### config.mk
export PLATFORM = sky130hd
export DESIGN_NAME = adder_8_seq_ctrl
export DESIGN_NICKNAME = d
export VERILOG_FILES = /design/src/rtl/adder_seq_pkg.sv /design/src/rtl/adder_8.sv /design/src/rtl/adder_8_seq_ctrl.sv
export SDC_FILE = /design/constraint.sdc
export NUM_CORES = 1
export LEC_CHECK = 0
export CAP_MARGIN = 20
export CORE_UTILIZATION = 45
export CTS_CLUSTER_DIAMETER = 200
export DETAILED_ROUTE_END_ITERATION = 8
export GPL_ROUTABILITY_DRIVEN = 1
export HOLD_SLACK_MARGIN = 0.03
export PLACE_DENSITY = 0.84
export SETUP_SLACK_MARGIN = 0.5
export SYNTH_ARGS = -nofsm -noshare
export SYNTH_HDL_FRONTEND = slang
export SYNTH_SLANG_ARGS = --single-unit
### constraint.sdc
create_clock -name clk -period 6.1 [get_ports clk]
set_input_delay 1.83 -clock clk [delete_from_list [all_inputs] [get_ports clk]]
set_output_delay 1.83 -clock clk [all_outputs]
set_load 0.005 [all_outputs]
### src/rtl/adder_seq_pkg.sv
// Shared types and constants for the byte-serial addition sequencer.
// Holds the FSM state encoding, the byte width and the index-width helper.
// Imported by the sequencer and the 8-bit adder slice.
package adder_seq_pkg;

  localparam int BYTE_W = 8;

  typedef enum logic [1:0] {
    IDLE = 2'd0,
    RUN  = 2'd1,
    DONE = 2'd2
  } state_t;

  // Width of the byte index; at least one bit so a 2-byte build still has a counter.
  function automatic int idx_width(input int nbytes);
    return (nbytes <= 2) ? 1 : $clog2(nbytes);
  endfunction

endpackage

### src/rtl/adder_8.sv
// 8-bit carry-select adder slice: ripple low nibble, precomputed high nibble for both carries.
// Latency: purely combinational, zero cycles.
// Backpressure: none, no handshake.
module adder_8
  import adder_seq_pkg::*;
(
  input  logic [BYTE_W-1:0] a,
  input  logic [BYTE_W-1:0] b,
  input  logic              cin,
  output logic [BYTE_W-1:0] sum,
  output logic              cout
);

  logic [4:0] lo;
  logic [4:0] hi0;
  logic [4:0] hi1;

  // Low nibble ripples from cin; high nibble is computed for both possible carries
  // and the low-nibble carry picks one, keeping the slice short enough for one cycle.
  always_comb begin
    lo   = {1'b0, a[3:0]} + {1'b0, b[3:0]} + {4'b0000, cin};
    hi0  = {1'b0, a[7:4]} + {1'b0, b[7:4]};
    hi1  = {1'b0, a[7:4]} + {1'b0, b[7:4]} + 5'd1;
    sum  = {(lo[4] ? hi1[3:0] : hi0[3:0]), lo[3:0]};
    cout = lo[4] ? hi1[4] : hi0[4];
  end

endmodule

### src/rtl/adder_8_seq_ctrl.sv
// Wide adder that reuses one adder_8 slice, LSB byte first, carry held in a flop between bytes.
// Latency: NBYTES cycles from accept to out_valid; one request per NBYTES+2 cycles at best.
// Backpressure: result held in DONE until out_ready; in_ready only in IDLE. Optional out_ovf under ADD_SEQ_OVF_EN.
module adder_8_seq_ctrl
  import adder_seq_pkg::*;
#(
  parameter int NBYTES = 4
) (
  input  logic                     clk,
  input  logic                     rst_n,
  input  logic                     in_valid,
  output logic                     in_ready,
  input  logic [BYTE_W*NBYTES-1:0] in_a,
  input  logic [BYTE_W*NBYTES-1:0] in_b,
  input  logic                     in_cin,
  output logic                     out_valid,
  input  logic                     out_ready,
  output logic [BYTE_W*NBYTES-1:0] out_sum,
  output logic                     out_cout
`ifdef ADD_SEQ_OVF_EN
  ,
  output logic                     out_ovf
`endif
);

  localparam int                 IDX_W    = idx_width(NBYTES);
  localparam logic [IDX_W-1:0]   LAST_IDX = IDX_W'(NBYTES - 1);

  state_t state;
  state_t state_nxt;

  logic [NBYTES-1:0][BYTE_W-1:0] a_q;
  logic [NBYTES-1:0][BYTE_W-1:0] b_q;
  logic [NBYTES-1:0][BYTE_W-1:0] sum_q;
  logic                          carry_q;
  logic [IDX_W-1:0]              idx;
  logic                          cout_q;

  logic [BYTE_W-1:0] slice_a;
  logic [BYTE_W-1:0] slice_b;
  logic [BYTE_W-1:0] slice_sum;
  logic              slice_cout;

  logic accept;
  logic last_byte;

  assign accept    = in_valid && in_ready;
  assign last_byte = (state == RUN) && (idx == LAST_IDX);

  // Operand byte select feeding the shared slice; this mux is the critical path.
  assign slice_a = a_q[idx];
  assign slice_b = b_q[idx];

  adder_8 u_adder_8 (
    .a    (slice_a),
    .b    (slice_b),
    .cin  (carry_q),
    .sum  (slice_sum),
    .cout (slice_cout)
  );

  // State register.
  always_ff @(posedge clk) begin
    if (!rst_n) state <= IDLE;
    else        state <= state_nxt;
  end

  // Next-state: accept in IDLE, leave RUN on the top byte, release DONE on out_ready.
  always_comb begin
    state_nxt = state;
    case (state)
      IDLE:    if (in_valid)  state_nxt = RUN;
      RUN:     if (idx == LAST_IDX) state_nxt = DONE;
      DONE:    if (out_ready) state_nxt = IDLE;
      default: state_nxt = IDLE;
    endcase
  end

  // Handshake outputs decoded from state only.
  always_comb begin
    in_ready  = (state == IDLE);
    out_valid = (state == DONE);
  end

  // Datapath: latch operands on accept, then write one result byte per RUN cycle.
  // Unwritten result bytes keep their old value; they are hidden while out_valid is low.
  always_ff @(posedge clk) begin
    if (!rst_n) begin
      a_q     <= '0;
      b_q     <= '0;
      sum_q   <= '0;
      carry_q <= 1'b0;
      idx     <= '0;
      cout_q  <= 1'b0;
    end else if (accept) begin
      a_q     <= in_a;
      b_q     <= in_b;
      carry_q <= in_cin;
      idx     <= '0;
    end else if (state == RUN) begin
      sum_q[idx] <= slice_sum;
      carry_q    <= slice_cout;
      if (last_byte) cout_q <= slice_cout;
      else           idx    <= idx + 1'b1;
    end
  end

  assign out_sum  = sum_q;
  assign out_cout = cout_q;

`ifdef ADD_SEQ_OVF_EN
  logic ovf_q;

  // Signed overflow from the top byte's sign bits, captured alongside the carry out.
  always_ff @(posedge clk) begin
    if (!rst_n)         ovf_q <= 1'b0;
    else if (last_byte) ovf_q <= (slice_a[BYTE_W-1] == slice_b[BYTE_W-1]) &&
                                 (slice_sum[BYTE_W-1] != slice_a[BYTE_W-1]);
  end

  assign out_ovf = ovf_q;
`endif

endmodule

==> results.cfg <==
[timing]
setup_viol = 0
fin_crit_sh_pct = 56.0
slew_headroom_pct = 52.9
max_freq_mhz = 293
setup_tns_ps = 0
final_hold_viol_count = 0
slew_viol_final = 0
period_needed_ps = 3420
rsz0062_at_grt = no
fin_worst_skew_ps = 11.0
worst_pin_slew_ps = 706

[clock_network]
cts_buffers = 9
cts_resized = 0
clk_latency_ps = 360
clock-sinks = 102
path_clk_slew_ps = 90
clockBufferDepth = 2
clk_root_buffer_cell = clkbuf_8
cts_hold_buf = 0
cts_setup_buffers = 0
cts.htree.levels = 3
cts_tree = built

[power]
power.share.clock_pct = 33.3
p_switching_uw = 345
p_leak_uw = 0.00237
p_per_area_mw_per_mm2 = 239
switching_share_pct = 24.5
p_int_uw = 1070
ir_drop_v = 0.000126
seq_power_share_pct = 50.7
p_comb_share_pct = 16.0

[grt]
grt_pass1_vias = 3573
grt_max_degree = 67
antenna_found_initial = 0
grt_pass1_wl_um = 17000
grt_util_all_layers_pct = 19.7
grt-ovfl-total = 0

[final_layout]
area.growth.synth_to_final_pct = 27.3
antenna_cells = 0
nFillCells = 866
layout.cells.non_filler = 720
nets = 667
drive_above_1_share_pct = 7.67

[worst_setup_path]
cpMostUsedCell = fa_1
critPathBufInv = 2
reg2reg_from = idx[1]
critPathLaunch = idx[1]
crit_family = adder cells
cp-end-kind = register
slowest_delay_ps = 650
path_max_fanout = 11
start_kind = register
arrival_ps = 3680
crit_type = reg2reg
crit_chain = buf_4 -> mux4_2 -> inv_1 -> fa_1 -> fa_1 -> nand2b_1 -> a21oi_4 -> mux2i_1 -> nand2_1 -> o211a_1
crit_slowest_cell = dfxtp_1
cp_data_required_time_ps = 6360

[routing]
drtIter0Drc = 189
vias = 3732
first_pass_iters = 4
ant_nets = 0
postRouteWirelength_um = 10400
drc = 0
viasPerCell = 5.18
post_drt_wl_per_cell_um = 14.5

[floorplan]
dieHeight_um = 104
core_mm2 = 0.00991
rows = 36
ios = 104
dieArea_mm2 = 0.0107
die_w_um = 104
start_util_pct = 46.9

[min_path]
hold_class = reg2reg
hold_start = a_q[29]

[place]
dp.cells = 703
dp_hpwl_um = 7540
port_buffers = 103
place.gp.congestion = 0.785

[logic_synthesis]
syn-instance-count = 500
ys_seq_elements = 102
synth_common_cells = nand2_1, dfxtp_1, a21boi_1
avgSynthCellArea_um2 = 9.29
synth.yosys.seq_area_share_pct = 44.0
yosys_warnings = 0
synth_area_mm2 = 0.00464
async_flop_share_pct = 0
yosysUniqueCellTypes = 43
synthesis.nets = 584
synthTopCellsByArea = dfxtp_1, nand2_1, a21boi_1
synthFlopType = dfxtp_1
yosys.cell_count.top_type = nand2_1
synth_edf_count = 0
synth_area_leader_cell = dfxtp_1
synth.top_cell.area_share_pct = 44.0

[status]
status = complete, no violations

[run]
max_cap_violations = 0
cells by family (layout without fill, tap and decap cells):
family	Yosys count	in the layout	synth area share (%)
AO/OA/AOI/OAI	114	114	18.6
XOR/XNOR	7	7	1.64
adder cells (fa/ha/maj)	15	15	4.53
buffers and inverters	45	132	5.36
flip-flops	102	102	44.0
multiplexers	20	20	8.62
AND/OR/NAND/NOR	197	197	17.3
state kept, by name, indices dropped and copies added (netlist names):
name and flops:
state 2, out_cout 1, out_sum 32, a_q 32, carry_q 1, idx 2, b_q 32
worst register-to-register path, stage by stage (launching register included):
cell	delay [ps]
dfxtp_1	650
buf_4	310
mux4_2	220
inv_1	60
fa_1	420
fa_1	430
nand2b_1	210
a21oi_4	260
mux2i_1	510
nand2_1	120
o211a_1	140
cells in the final DEF (no fill, tap or decap), types with 6 or more instances in the layout:
master           netlist  layout
nand2_1              165     164
dfxtp_1              102     102
clkdlybuf4s50_1        0     102
a21boi_1              64      64
mux4_2                16      16
o211a_1               12      12
ha_1                  12      12
clkbuf_8               0      11
inv_1                  9       9
nand3_1                9       9
nor2_1                 6       6
a21oi_1                6       6
a21boi_0               6       6
final timing paths:
path	cells past startpoint	end	slack, ps
worst max-delay path	10	out_sum[5]	2680
worst min-delay path	2	a_q[29]	460
worst max register to register	10	out_sum[5]	2680
worst min register to register	2	a_q[29]	460
cell type report:
type | count | area, µm² | area share (%)
multi-input cells | 353 | 2360 | 39.9
flip-flops and latches | 102 | 2040 | 34.6
repair buffers | 108 | 1090 | 18.4
well taps | 133 | 166 | 2.82
clock buffers | 12 | 155 | 2.63
clock inverters | 3 | 67.6 | 1.14
inverters | 9 | 33.8 | 0.572
through the flow:
stage / hold slack (ps) / setup WS (ps) / util (%) / instance area, µm² / power [µW]
after global routing: 481 / 2540 / 59.6 / 5910 / 1470
after detailed placement: 445 / 2180 / 57.0 / 5650 / 952
after floorplan: 432 / 3240 / - / 4640 / 867
final: 456 / 2680 / 59.6 / 5910 / 1410
after global placement: 438 / 2240 / 57.0 / 5650 / 943
after CTS: 459 / 2530 / 59.2 / 5870 / 1410
per-layer routing:
layer	share of wire, %	GRT usage, %	up-vias
met2	49	33.0	110
li1	-	-	1849
met5	0	0	-
met3	4.4	4.41	13
met1	45	25.0	1760
met4	1.9	6.63	0
power by group through the flow:
stage / Clock [µW] / Combinational, µW / Sequential, µW
3_5_place_dp: 0 / 221 / 731
6_report: 469 / 225 / 715
5_1_grt: 506 / 246 / 719
2_1_floorplan: 0 / 140 / 726
3_3_place_gp: 0 / 214 / 729
4_1_cts: 474 / 222 / 715
(Power assumes the default switching activity.)
